`src/rtl/btn_conditioner_if.sv`:
```
// Button/switch conditioning bundle.
// Board side drives raw inputs; conditioner returns clean signals.
interface btn_conditioner_if #(
    parameter int N_BTN = 4,
    parameter int N_SW  = 4
);
    logic [N_BTN-1:0] btn_raw;
    logic [N_SW-1:0]  sw_raw;
    logic [N_BTN-1:0] btn_level;
    logic [N_BTN-1:0] btn_pulse;
    logic [N_BTN-1:0] btn_release;
    logic [N_SW-1:0]  sw_sync;
    logic             multi_press;

    modport master (
        output btn_raw,
        output sw_raw,
        input  btn_level,
        input  btn_pulse,
        input  btn_release,
        input  sw_sync,
        input  multi_press
    );

    modport slave (
        input  btn_raw,
        input  sw_raw,
        output btn_level,
        output btn_pulse,
        output btn_release,
        output sw_sync,
        output multi_press
    );
endinterface

```
`src/rtl/btn_conditioner.sv`:
```
// Button debounce and switch synchroniser feeding the IO FSM.
// One clean level plus press/release pulses per button.
module btn_conditioner #(
    parameter int N_BTN      = 4,
    parameter int N_SW       = 4,
    parameter int DEB_CYCLES = 2000000,
    parameter int CNT_W      = 21
) (
    input  logic              clk,
    input  logic              rst_n,
    btn_conditioner_if.slave  io
);

    localparam logic [CNT_W-1:0] LAST =
        CNT_W'(DEB_CYCLES - 1);

    logic [N_BTN-1:0] btn_s1;
    logic [N_BTN-1:0] btn_s2;
    logic [N_SW-1:0]  sw_s1;
    logic [N_SW-1:0]  sw_s2;

    logic [N_BTN-1:0] level_q;
    logic [N_BTN-1:0] pulse_q;
    logic [N_BTN-1:0] rel_q;

    // Two-flop synchronisers for every raw button and switch bit.
    always_ff @(posedge clk or negedge rst_n) begin
        if (!rst_n) begin
            btn_s1 <= '0;
            btn_s2 <= '0;
            sw_s1  <= '0;
            sw_s2  <= '0;
        end else begin
            btn_s1 <= io.btn_raw;
            btn_s2 <= btn_s1;
            sw_s1  <= io.sw_raw;
            sw_s2  <= sw_s1;
        end
    end

    for (genvar i = 0; i < N_BTN; i++) begin : g_deb
        logic [CNT_W-1:0] cnt;
        logic             lvl;
        logic             pls;
        logic             rel;

        // Accept a new level only after DEB_CYCLES differing edges.
        always_ff @(posedge clk or negedge rst_n) begin
            if (!rst_n) begin
                cnt <= '0;
                lvl <= 1'b0;
                pls <= 1'b0;
                rel <= 1'b0;
            end else begin
                pls <= 1'b0;
                rel <= 1'b0;
                if (btn_s2[i] == lvl) begin
                    cnt <= '0;
                end else if (cnt == LAST) begin
                    cnt <= '0;
                    lvl <= btn_s2[i];
                    pls <= btn_s2[i];
                    rel <= ~btn_s2[i];
                end else begin
                    cnt <= cnt + 1'b1;
                end
            end
        end

        assign level_q[i] = lvl;
        assign pulse_q[i] = pls;
        assign rel_q[i]   = rel;
    end

    assign io.btn_level   = level_q;
    assign io.btn_pulse   = pulse_q;
    assign io.btn_release = rel_q;
    assign io.sw_sync     = sw_s2;

    // Clearing the lowest set bit leaves something iff two or more were set.
    assign io.multi_press =
        |(level_q & (level_q - 1'b1));

endmodule

```
`src/flat_wrapper.sv`:
```
// flat-port wrapper written by rule: the top's interface ports become plain ports
module btn_conditioner_flat 
#(
    parameter int N_BTN      = 4,
    parameter int N_SW       = 4,
    parameter int DEB_CYCLES = 2000000,
    parameter int CNT_W      = 21
)
  (clk, rst_n, io_btn_raw, io_sw_raw, io_btn_level, io_btn_pulse, io_btn_release, io_sw_sync, io_multi_press);
  btn_conditioner_if #(.N_BTN(N_BTN), .N_SW(N_SW)) io_i ();
  input  logic clk;
  input  logic rst_n;
  input wire logic [$bits(io_i.btn_raw)-1:0] io_btn_raw;
  input wire logic [$bits(io_i.sw_raw)-1:0] io_sw_raw;
  output wire logic [$bits(io_i.btn_level)-1:0] io_btn_level;
  output wire logic [$bits(io_i.btn_pulse)-1:0] io_btn_pulse;
  output wire logic [$bits(io_i.btn_release)-1:0] io_btn_release;
  output wire logic [$bits(io_i.sw_sync)-1:0] io_sw_sync;
  output wire logic [$bits(io_i.multi_press)-1:0] io_multi_press;
  assign io_i.btn_raw = io_btn_raw;
  assign io_i.sw_raw = io_sw_raw;
  assign io_btn_level = io_i.btn_level;
  assign io_btn_pulse = io_i.btn_pulse;
  assign io_btn_release = io_i.btn_release;
  assign io_sw_sync = io_i.sw_sync;
  assign io_multi_press = io_i.multi_press;
  btn_conditioner #(.N_BTN(N_BTN), .N_SW(N_SW), .DEB_CYCLES(DEB_CYCLES), .CNT_W(CNT_W)) u_core (.clk(clk), .rst_n(rst_n), .io(io_i));
endmodule
```
`config.mk`:
```
export PLATFORM = sky130hd
export DESIGN_NAME = btn_conditioner_flat
export DESIGN_NICKNAME = d
export VERILOG_FILES = /design/src/rtl/btn_conditioner_if.sv /design/src/rtl/btn_conditioner.sv /design/src/flat_wrapper.sv
export SDC_FILE = /design/constraint.sdc
export NUM_CORES = 1
export LEC_CHECK = 0
export BUFFER_PORTS_ARGS = -buffer_cell sky130_fd_sc_hd__buf_4
export CAP_MARGIN = 20
export CORE_MARGIN = 2
export CORE_UTILIZATION = 55
export CTS_CLUSTER_DIAMETER = 30
export DETAILED_ROUTE_END_ITERATION = 10
export PLACE_DENSITY = 0.76
export SLEW_MARGIN = 20
export SYNTH_ARGS = -nofsm -noshare
export SYNTH_HDL_FRONTEND = slang
export SYNTH_SLANG_ARGS = --single-unit
```
`constraint.sdc`:
```
create_clock -name clk -period 2 [get_ports clk]
set_clock_uncertainty 0.15 [all_clocks]
set_input_delay 0.2 -clock clk [delete_from_list [all_inputs] [get_ports clk]]
set_output_delay 0.2 -clock clk [all_outputs]
set_load 0.05 [all_outputs]
```
==> flow_metrics.tcl, run 1 <==
set metrics [dict create \
    status "finished with violations" \
    failed_checks "setup timing" \
    vias 4088 \
    track_usage_pct 22.1 \
    rsz0062_at_grt "true" \
    final_common_cell "dfrtp_1" \
    final_hold_viol_count 0 \
    syn-num-nets 516 \
    synth-simple-area-share_pct 25.0 \
    layout_setup_ws_ns -0.0845 \
    dp_hpwl_mm 7.39 \
    drt-wirelength-per-cell_microns 15.2 \
    die_width_microns 101 \
    syn_area_per_cell_sq_um 10.4 \
    pin_count 27 \
    fin_crit_ns 2.08 \
    fin_crit_sh_pct 104 \
    p_leak_uw 0.00269 \
    power_switching_uw 959 \
    viasPerCell 5.72 \
    crit_path_start_kind "register" \
    max_freq_mhz 480 \
    path_class "register to register" \
    remaining_drc_errors 0 \
    critical_path_required_ns 2.12 \
    clockPowerShare_pct 37.2 \
    final-seq-area_sq_um 2810 \
    synth-seq-area-share_pct 53.9 \
    synth_area_leader_cell "dfrtp_1" \
    async_reset_ff_share_pct 100 \
    power_density_nw_per_um2 638 \
    worst_hold_path_type "input port to asynchronous set/reset pin" \
    synth-seq-cells 112 \
    worst_pin_slew_ns 0.493 \
    routabilityCongestion 0.856 \
    h-tree-depth 3 \
    die_h_microns 101 \
    synthMuxAreaShare_pct 0.866 \
    crit_fanout 4 \
    antenna_found_initial 0 \
    comb_power_share_pct 5.9 \
    drive_gt1_share_pct 25.0 \
    max_slew_margin_pct 66.6 \
    drt_iter0_markers 183 \
    syn_to_final_growth_pct 23.2 \
    dp.cells 674 \
    portBuffers 26 \
    yosys.area_share.adder_pct 1.16 \
    grt_pass1_wl_mm 18.2 \
    clkLatencyLatePin_ns 0.38 \
    synth_top_family_by_area "simple AND/OR/NAND/NOR gates" \
    initial_core_util_pct 56.5 \
    swShare_pct 23.5 \
    numCtsBuffers 9 \
    ir_worst_vdd_v 0.000624 \
    num_antenna_cells 0 \
    fin_cells 715 \
    maxCapViolCount 0 \
    cts_sinks 112 \
    synthTopCellsByArea "dfrtp_1, xnor2_1, nor2_1" \
    yosys_warnings 0 \
    synth_xor_area_share_pct 9.77 \
    layout_common_cells "dfrtp_1, buf_4, nor2_1" \
    p_int_uw 3130 \
    clock_path_buffers 2 \
    cts_tree "built" \
    ys_types 38 \
    cts_root_buffer "clkbuf_8" \
    fin_setup_tns_ns -0.278 \
    setup_violations 18 \
    path_clk_slew_ns 0.10 \
    seqPwrFrac_pct 56.9 \
    end_kind "register" \
    fp.dieArea_sq_um 10200 \
    timing_max_transition_violations_final 0 \
    synth_enable_flop_cells 0 \
    ant_nets 0 \
    synth_cells 502 \
    core_region_area_sq_um 9200 \
    rows 35 \
    yosys_most_used_dff "dfrtp_1" \
    grt_max_degree 64 \
    first_pass_iters 4 \
    wl_mm 10.9 \
    gr-total-overflow 0 \
    nets 613 \
    grt_pass1_vias 3908 \
    nFillCells 672 \
    timing.hold.ws_ns 0.103 \
    synth_top_area_share_pct 53.9 \
    dp_slack_ns -0.0800 \
    synth-compound-area-share_pct 5.63 \
    multi_input_area_sq_um 2310 \
    syn_area_sq_um 5200 \
    worstPathArrival_ns 2.20 \
]
==> cell families (layout without fill, tap and decap cells) <==
| family | Yosys count | count (layout) |
|---|---|---|
| AND/OR/NAND/NOR | 238 | 238 |
| flip-flops | 112 | 112 |
| XOR/XNOR | 58 | 58 |
| AO/OA/AOI/OAI | 48 | 48 |
| buffers and inverters | 37 | 139 |
| adder cells (fa/ha/maj) | 5 | 5 |
| multiplexers | 4 | 4 |
==> worst paths after layout <==
| kind | from | to | slack, ns | cells after the start |
|---|---|---|---|---|
| setup / recovery | u_core.g_deb[0].cnt[1] | u_core.g_deb[0].lvl | -0.08 | 5 |
| hold / removal | rst_n | u_core.g_deb[3].cnt[15] | 0.10 | 2 |
| setup reg to reg | u_core.g_deb[0].cnt[1] | u_core.g_deb[0].lvl | -0.08 | 5 |
| hold reg to reg | u_core.sw_s1[2] | u_core.io.sw_sync[2] | 0.21 | 0 |
| max in group asynchronous | rst_n | u_core.sw_s1[0] | 0.94 | 3 |
| min in group clk | u_core.sw_s1[2] | u_core.io.sw_sync[2] | 0.21 | 0 |
==> layout make-up <==
type	instances	share of cell area, %
clock inverter	7	1.58
sequential	112	43.8
multi-input combinational	353	36.1
clock buffer	9	1.93
timing repair buffer	107	13.4
tap	111	2.17
inverter	16	0.938
==> per-stage QoR <==
step | total power [uW] | util (%) | instance area (sq um)
floorplan | 2450 | - | 5250
global placement | 2570 | 63.9 | 5880
detailed placement | 2580 | 63.9 | 5880
CTS | 4100 | 67.5 | 6200
global route | 4240 | 69.7 | 6410
finish | 4080 | 69.7 | 6410
==> registers in the layout (all words and copies together), names as in the netlist <==
| register | flops |
|---|---|
| u_core.io.sw_sync | 4 |
| u_core.btn_s1 | 4 |
| u_core.g_deb.cnt | 84 |
| u_core.btn_s2 | 4 |
| u_core.g_deb.rel | 4 |
| u_core.g_deb.lvl | 4 |
| u_core.sw_s1 | 4 |
| u_core.g_deb.pls | 4 |
==> power groups by stage <==
stage	logic [uW]	registers, uW	clock network, uW
final	241	2330	1520
after global routing	269	2330	1640
after CTS	221	2330	1560
after detailed placement	205	2370	0
after global placement	199	2370	0
after floorplan	59.8	2390	0
==> metal layers <==
layer  global-route usage [%]  share of wire [%]  up-vias
li1                         -                  -     1968
met1                     29.9                 45     2041
met2                     35.6                 50       66
met3                     4.69                3.5       13
met4                     8.11                1.4        0
met5                        0                  0        -
==> cell usage after synthesis, types with 2 or more instances <==
master / number
nand3_1: 28
buf_2: 4
o21ai_0: 7
nor2_1: 69
nand4_1: 19
clkbuf_1: 5
or4_1: 17
nor3b_1: 9
buf_4: 12
a21oi_1: 22
nor3_1: 14
inv_1: 16
and4_1: 7
mux2_2: 4
ha_1: 4
or3_1: 11
nor4_1: 11
xnor2_1: 42
xor2_1: 16
dfrtp_1: 112
o31ai_1: 14
or2_2: 2
nand2_1: 25
nand4b_1: 4
nor4b_1: 6
and3_1: 8
and2_1: 3
==> what timing repair did <==
action / 4_1_cts / 5_1_grt
hold buffers: 9 / 0
pin swaps: 2 / 6
cloned: 0 / 2
hold endpoints to repair: 120 / 0
buffers inserted: 1 / 13
gates resized for setup: 1 / 27
setup endpoints to repair: 12 / 34
==> critical path, cell delays in order (launching register included) <==
cell and delay, ns:
dfrtp_1 0.37, ha_2 0.19, nand4_1 0.17, or4_4 0.47, nand4b_1 0.30, mux2_2 0.34
(Power assumes the default switching activity.)
==> inputs of run 2 (changes only) <==
- CELL_PAD_IN_SITES_DETAIL_PLACEMENT: unset -> 1
- CELL_PAD_IN_SITES_GLOBAL_PLACEMENT: unset -> 1
- CORE_UTILIZATION: 55 -> 44
- PLACE_DENSITY: 0.76 -> unset
- PLACE_DENSITY_LB_ADDON: unset -> 0.1
==> run 2 against run 1 <==
  * The flow still finishes with violations (setup timing)
  * Clock power increased by 14%
  * Register-to-register slack about the same
  * Sequential share of layout area decreased by 1.5 points
  * Count of clock-buffer cells in the layout increased by 1
  * Final cell count increased by 4.5%
  * Worst hold slack improved by 0.087 ns
  * Global-route usage decreased by 1.8 points
  * Largest cell class unchanged
  * Die area increased by 24%
  * Flip-flop and latch count unchanged
  * Final area increased by 3.5%
==> flow_metrics.tcl, run 2 (same netlist as run 1, synthesis figures left out) <==
set metrics [dict create \
    clock_path_buffers 2 \
    dp_hpwl_mm 8.75 \
    p_leak_uw 0.00273 \
    rsz0062_at_grt "true" \
    drt_iter0_markers 183 \
    layout_setup_ws_ns -0.0812 \
    path_clk_slew_ns 0.08 \
    pin_count 27 \
    cts_tree "built" \
    cts_sinks 112 \
    ff2ff_path_depth 6 \
    numCtsBuffers 9 \
    grt_pass1_vias 4313 \
    worst_hold_path_type "input port to asynchronous set/reset pin" \
    reg2reg_from "u_core.g_deb[0].cnt[1]" \
    wl_met1_mm 5.65 \
    wl_met3_microns 310 \
    wl_met2_mm 6.55 \
    worst_pin_slew_ns 0.486 \
    nets 613 \
    setup_violations 27 \
    portBuffers 26 \
    max_freq_mhz 480 \
    wl_mm 12.6 \
    fp.dieArea_sq_um 12700 \
    first_pass_iters 4 \
    vias 4081 \
    cp.depth 6 \
    die_width_microns 113 \
    crit_path_start_kind "register" \
    r2r-end "u_core.g_deb[0].pls" \
    crit_chain "ha_2 -> nand4_1 -> or4_4 -> nand4b_1 -> buf_4 -> nor3b_2" \
    drive_gt1_share_pct 27.8 \
    failed_checks "setup timing" \
    crit_family "simple AND/OR/NAND/NOR gates" \
    crit_buf_inv 1 \
    end_kind "register" \
    cts_root_buffer "clkbuf_16" \
    highest_layer "met4" \
    core_region_area_sq_um 11500 \
    crit_path_max_incr_delay_ns 0.48 \
    clkLatencyLatePin_ns 0.36 \
    ir_worst_vdd_v 0.000656 \
    worstPathArrival_ns 2.21 \
    finish.utilization_pct 57.8 \
    timing_max_transition_violations_final 0 \
    final_hold_viol_count 0 \
    status "finished with violations" \
    r2r_slack_ns -0.08 \
    drt-wirelength-per-cell_microns 16.9 \
    largest_register "u_core.g_deb.cnt" \
    num_antenna_cells 0 \
    path_class "register to register" \
    remaining_drc_errors 0 \
    antenna_found_initial 0 \
    initial_core_util_pct 45.3 \
    grt_max_degree 42 \
    critical_path_required_ns 2.13 \
    grt_pass1_wl_mm 20.8 \
    die_h_microns 113 \
    layout_common_cells "dfrtp_1, buf_4, nor2_1" \
    crit_start "u_core.g_deb[0].cnt[1]" \
    h-tree-depth 3 \
    largest_reg_flops 84 \
    dp_slack_ns -0.0812 \
    cpMaxStageDelayCell "or4_4" \
    power_density_nw_per_um2 651 \
    crit_fanout 4 \
    rows 39 \
    track_usage_pct 20.4 \
    viasPerCell 5.46 \
    gr-total-overflow 0 \
    routabilityCongestion 0.794 \
    syn_to_final_growth_pct 27.6 \
    ant_nets 0 \
    max_slew_margin_pct 67.6 \
    final_common_cell "dfrtp_1" \
    fin_crit_sh_pct 104 \
    maxCapViolCount 0 \
    fin_crit_ns 2.08 \
]
-- run 2: cell types whose count changed in the layout (fill, tap and decap cells not counted), moves of 3 or more --
cell	change
nor2_4	+8
nor2_1	-15
clkbuf_16	+10
clkbuf_8	-9
nor2_2	+7
buf_6	-3
-- run 2: worst max path at each step --
stage | end | slack, ns
after floorplan | u_core.g_deb[2].cnt[16] | -0.11
after global placement | u_core.g_deb[0].lvl | -0.002
after detailed placement | u_core.g_deb[0].lvl | -0.08
after CTS | u_core.g_deb[0].lvl | -0.05
after global routing | u_core.g_deb[0].pls | -0.20
final | u_core.g_deb[0].pls | -0.08
-- run 2: per-stage QoR --
| step | instances | power [uW] | hold slack [ns] | area, sq um | TNS [ns] |
|---|---|---|---|---|---|
| global route | 747 | 4490 | 0.208 | 6630 | -3.10 |
| detailed placement | 712 | 2590 | 0.0492 | 5990 | -0.480 |
| finish | 747 | 4320 | 0.190 | 6630 | -0.876 |
| floorplan | 502 | 2450 | -0.246 | 5250 | -0.365 |
| global placement | 712 | 2580 | 0.0424 | 5990 | -0.00165 |
| CTS | 741 | 4360 | 0.199 | 6400 | -0.140 |
-- run 2: report_power, final --
group / leakage (uW) / internal (uW) / switching [uW]
clock network: 0.000140 / 870 / 874
logic: 0.00107 / 106 / 142
registers: 0.00151 / 2300 / 28.2
-- run 2: area by class of cell --
type,count,area (sq um)
Fill cell,1220,4840
Sequential cell,112,2810
Multi-Input combinational cell,353,2410
Timing Repair Buffer,107,892
Clock buffer,10,229
Tap cell,143,179
Inverter,16,60.1
Clock inverter,6,51.3
-- run 2: repair_timing --
action                     4_1_cts  5_1_grt
cloned                           0        1
pin swaps                        2       15
hold endpoints to repair        40        0
resized for setup                2       46
setup endpoints to repair       27       48
hold buffers                     9        0
setup buffers                    4        5
-- run 2: layer usage --
layer	up-vias	GRT usage, %
met2	35	35.3
met4	0	4.63
met1	2076	25.8
met5	-	0
li1	1961	-
met3	9	5.25
==> inputs of run 3 (changes only) <==
- CORE_MARGIN: 2 -> 5
- CTS_BUF_LIST: unset -> sky130_fd_sc_hd__clkbuf_16
==> run 3 against run 2 <==
  * The flow still finishes with violations (setup timing)
  * Routed wire length is 0.20% lower
  * Die area rose by 11%
  * Non-clock buffer count rose by 1
  * Power down 4.0%
  * Combinational power decreased by 6%
  * Worst hold slack improved by 0.0094 ns
  * First-iteration DRC count is 11% higher
  * Sequential power barely moved
  * Fmax rose by 1.7%
  * Worst setup slack better by 0.035 ns
  * Critical path type unchanged
  * Critical endpoint is now u_core.g_deb[2].cnt[19]
==> flow_metrics.tcl, run 3 (same netlist as run 1, synthesis figures left out) <==
set metrics [dict create \
    status "finished with violations" \
    failed_checks "setup timing" \
    ant_nets 0 \
    comb_power_share_pct 5.6 \
    power_switching_uw 932 \
    syn_to_final_growth_pct 24.6 \
    worstPathArrival_ns 2.16 \
    antenna_found_initial 0 \
    portBuffers 26 \
    reg2reg_from "u_core.g_deb[2].cnt[1]" \
    largest_register "u_core.g_deb.cnt" \
    crit_path_max_incr_delay_ns 0.58 \
    placed_area_sq_um 5980 \
    dp.cells 714 \
    worst_hold_path_type "register to register" \
    crit_family "simple AND/OR/NAND/NOR gates" \
    die_h_microns 119 \
    numCtsBuffers 9 \
    final_cell_area_sq_um 6480 \
    cp.depth 4 \
    crit_chain "nand3_1 -> or4_4 -> or4_1 -> a21oi_1" \
    r2r-end "u_core.g_deb[2].cnt[19]" \
    cts_tree "built" \
    crit_buf_inv 0 \
    crit_fanout 4 \
    end_kind "register" \
    final_common_cell "dfrtp_1" \
    rows 39 \
    p_leak_uw 0.00271 \
    layout_setup_ws_ns -0.0463 \
    initial_core_util_pct 45.1 \
    core_region_area_sq_um 11500 \
    setup_violations 7 \
    pin_count 27 \
    drt-wirelength-per-cell_microns 16.9 \
    gr-total-overflow 0 \
    swShare_pct 22.5 \
    cts_root_buffer "clkbuf_16" \
    dp_hpwl_mm 8.87 \
    nets 614 \
    grt_pass1_vias 4425 \
    worst_pin_slew_ns 0.587 \
    first_pass_iters 4 \
    worst_hold_startpoint "u_core.sw_s1[1]" \
    die_width_microns 119 \
    hold_depth 0 \
    vias 4079 \
    clockPowerShare_pct 38.1 \
    drive_gt1_share_pct 25.1 \
    seqPwrFrac_pct 56.2 \
    maxCapViolCount 0 \
    ff2ff_path_depth 4 \
    critical_path_required_ns 2.12 \
    max_slew_margin_pct 60.9 \
    cts_sinks 112 \
    viasPerCell 5.48 \
    p_int_uw 3210 \
    clkLatencyLatePin_ns 0.35 \
    wl_mm 12.6 \
    crit_path_start_kind "register" \
    cpMaxStageDelayCell "or4_4" \
    drt_iter0_markers 203 \
    rsz0062_at_grt "true" \
    routabilityCongestion 0.744 \
    path_class "register to register" \
    min_to "u_core.io.sw_sync[1]" \
    grt_pass1_wl_mm 21.4 \
    num_antenna_cells 0 \
    grt_max_degree 113 \
    fin_crit_ns 2.05 \
    h-tree-depth 3 \
    remaining_drc_errors 0 \
    r2r_slack_ns -0.05 \
    layout_common_cells "dfrtp_1, buf_4, nor2_1" \
    timing.hold.ws_ns 0.200 \
    final_hold_viol_count 0 \
    power_density_nw_per_um2 640 \
    max_freq_mhz 489 \
    fp.dieArea_sq_um 14100 \
    path_clk_slew_ns 0.07 \
    timing_max_transition_violations_final 0 \
    largest_reg_flops 84 \
    track_usage_pct 18.5 \
    clock_path_buffers 2 \
    power_uw 4140 \
    ir_worst_vdd_v 0.000582 \
    dp_slack_ns -0.130 \
    fin_cells 745 \
    fin_crit_sh_pct 102 \
]
-- run 3: cell types whose count changed in the layout (fill, tap and decap cells not counted), moves of 3 or more --
cell / previous run / this run
nor2_4: 8 / 0
nor2_2: 7 / 0
inv_6: 3 / 0
nor2_1: 54 / 69
buf_4: 91 / 97
-- run 3: cell type report --
class                      instances  area [sq um]
multi-input combinational        353          2340
timing repair buffer             108           850
clock inverter                     4          17.5
fill                            1242          5040
inverter                          16          60.1
sequential                       112          2810
tap                              143           179
clock buffer                       9           225
-- run 3: metal layers --
| layer | vias up | global-route usage (%) | part of all wire [%] |
|---|---|---|---|
| met5 | - | 0 | 0 |
| met4 | 0 | 3.84 | 0.89 |
| met3 | 10 | 4.78 | 3.2 |
| met2 | 45 | 32.7 | 52 |
| met1 | 2056 | 23.0 | 44 |
| li1 | 1968 | - | - |
-- run 3: worst register-to-register path: cells and delay by family (launching register included) --
kind | cells | cell delay [ns]
AOI/OAI and AO/OA | 1 | 0.15
DFF | 1 | 0.43
and+or+nand+nor | 3 | 1.23
-- run 3: worst max path at each step --
stage	from	to	slack (ns)
final	u_core.g_deb[2].cnt[1]	u_core.g_deb[2].cnt[19]	-0.05
after global routing	u_core.g_deb[0].cnt[1]	u_core.g_deb[0].lvl	-0.13
after CTS	u_core.g_deb[2].cnt[1]	u_core.g_deb[2].cnt[16]	-0.08
after detailed placement	u_core.g_deb[2].cnt[0]	u_core.g_deb[2].cnt[19]	-0.13
after global placement	u_core.g_deb[2].cnt[0]	u_core.g_deb[2].cnt[16]	-0.01
after floorplan	u_core.g_deb[2].cnt[0]	u_core.g_deb[2].cnt[16]	-0.11
-- run 3: what timing repair did --
item                       4_1_cts  5_1_grt
hold buffers                     9        0
pin swaps                        3       10
setup endpoints to repair       21       55
gates resized for setup          8       16
buffers inserted                 3        6
hold endpoints to repair       120        0
-- run 3: per-stage QoR --
stage          setup TNS [ns]  util (%)
2_1_floorplan          -0.365         -
3_3_place_gp          -0.0302      51.9
3_5_place_dp           -0.776      51.9
4_1_cts                -0.304      55.3
5_1_grt                 -1.07      56.3
6_report               -0.209      56.3
-- run 3: power by group through the flow --
stage                     Sequential [uW]  Combinational (uW)  Clock, uW
final                                2330                 233       1580
after detailed placement             2370                 206          0
after CTS                            2330                 224       1630
after floorplan                      2390                59.8          0
after global placement               2370                 202          0
after global routing                 2330                 264       1740
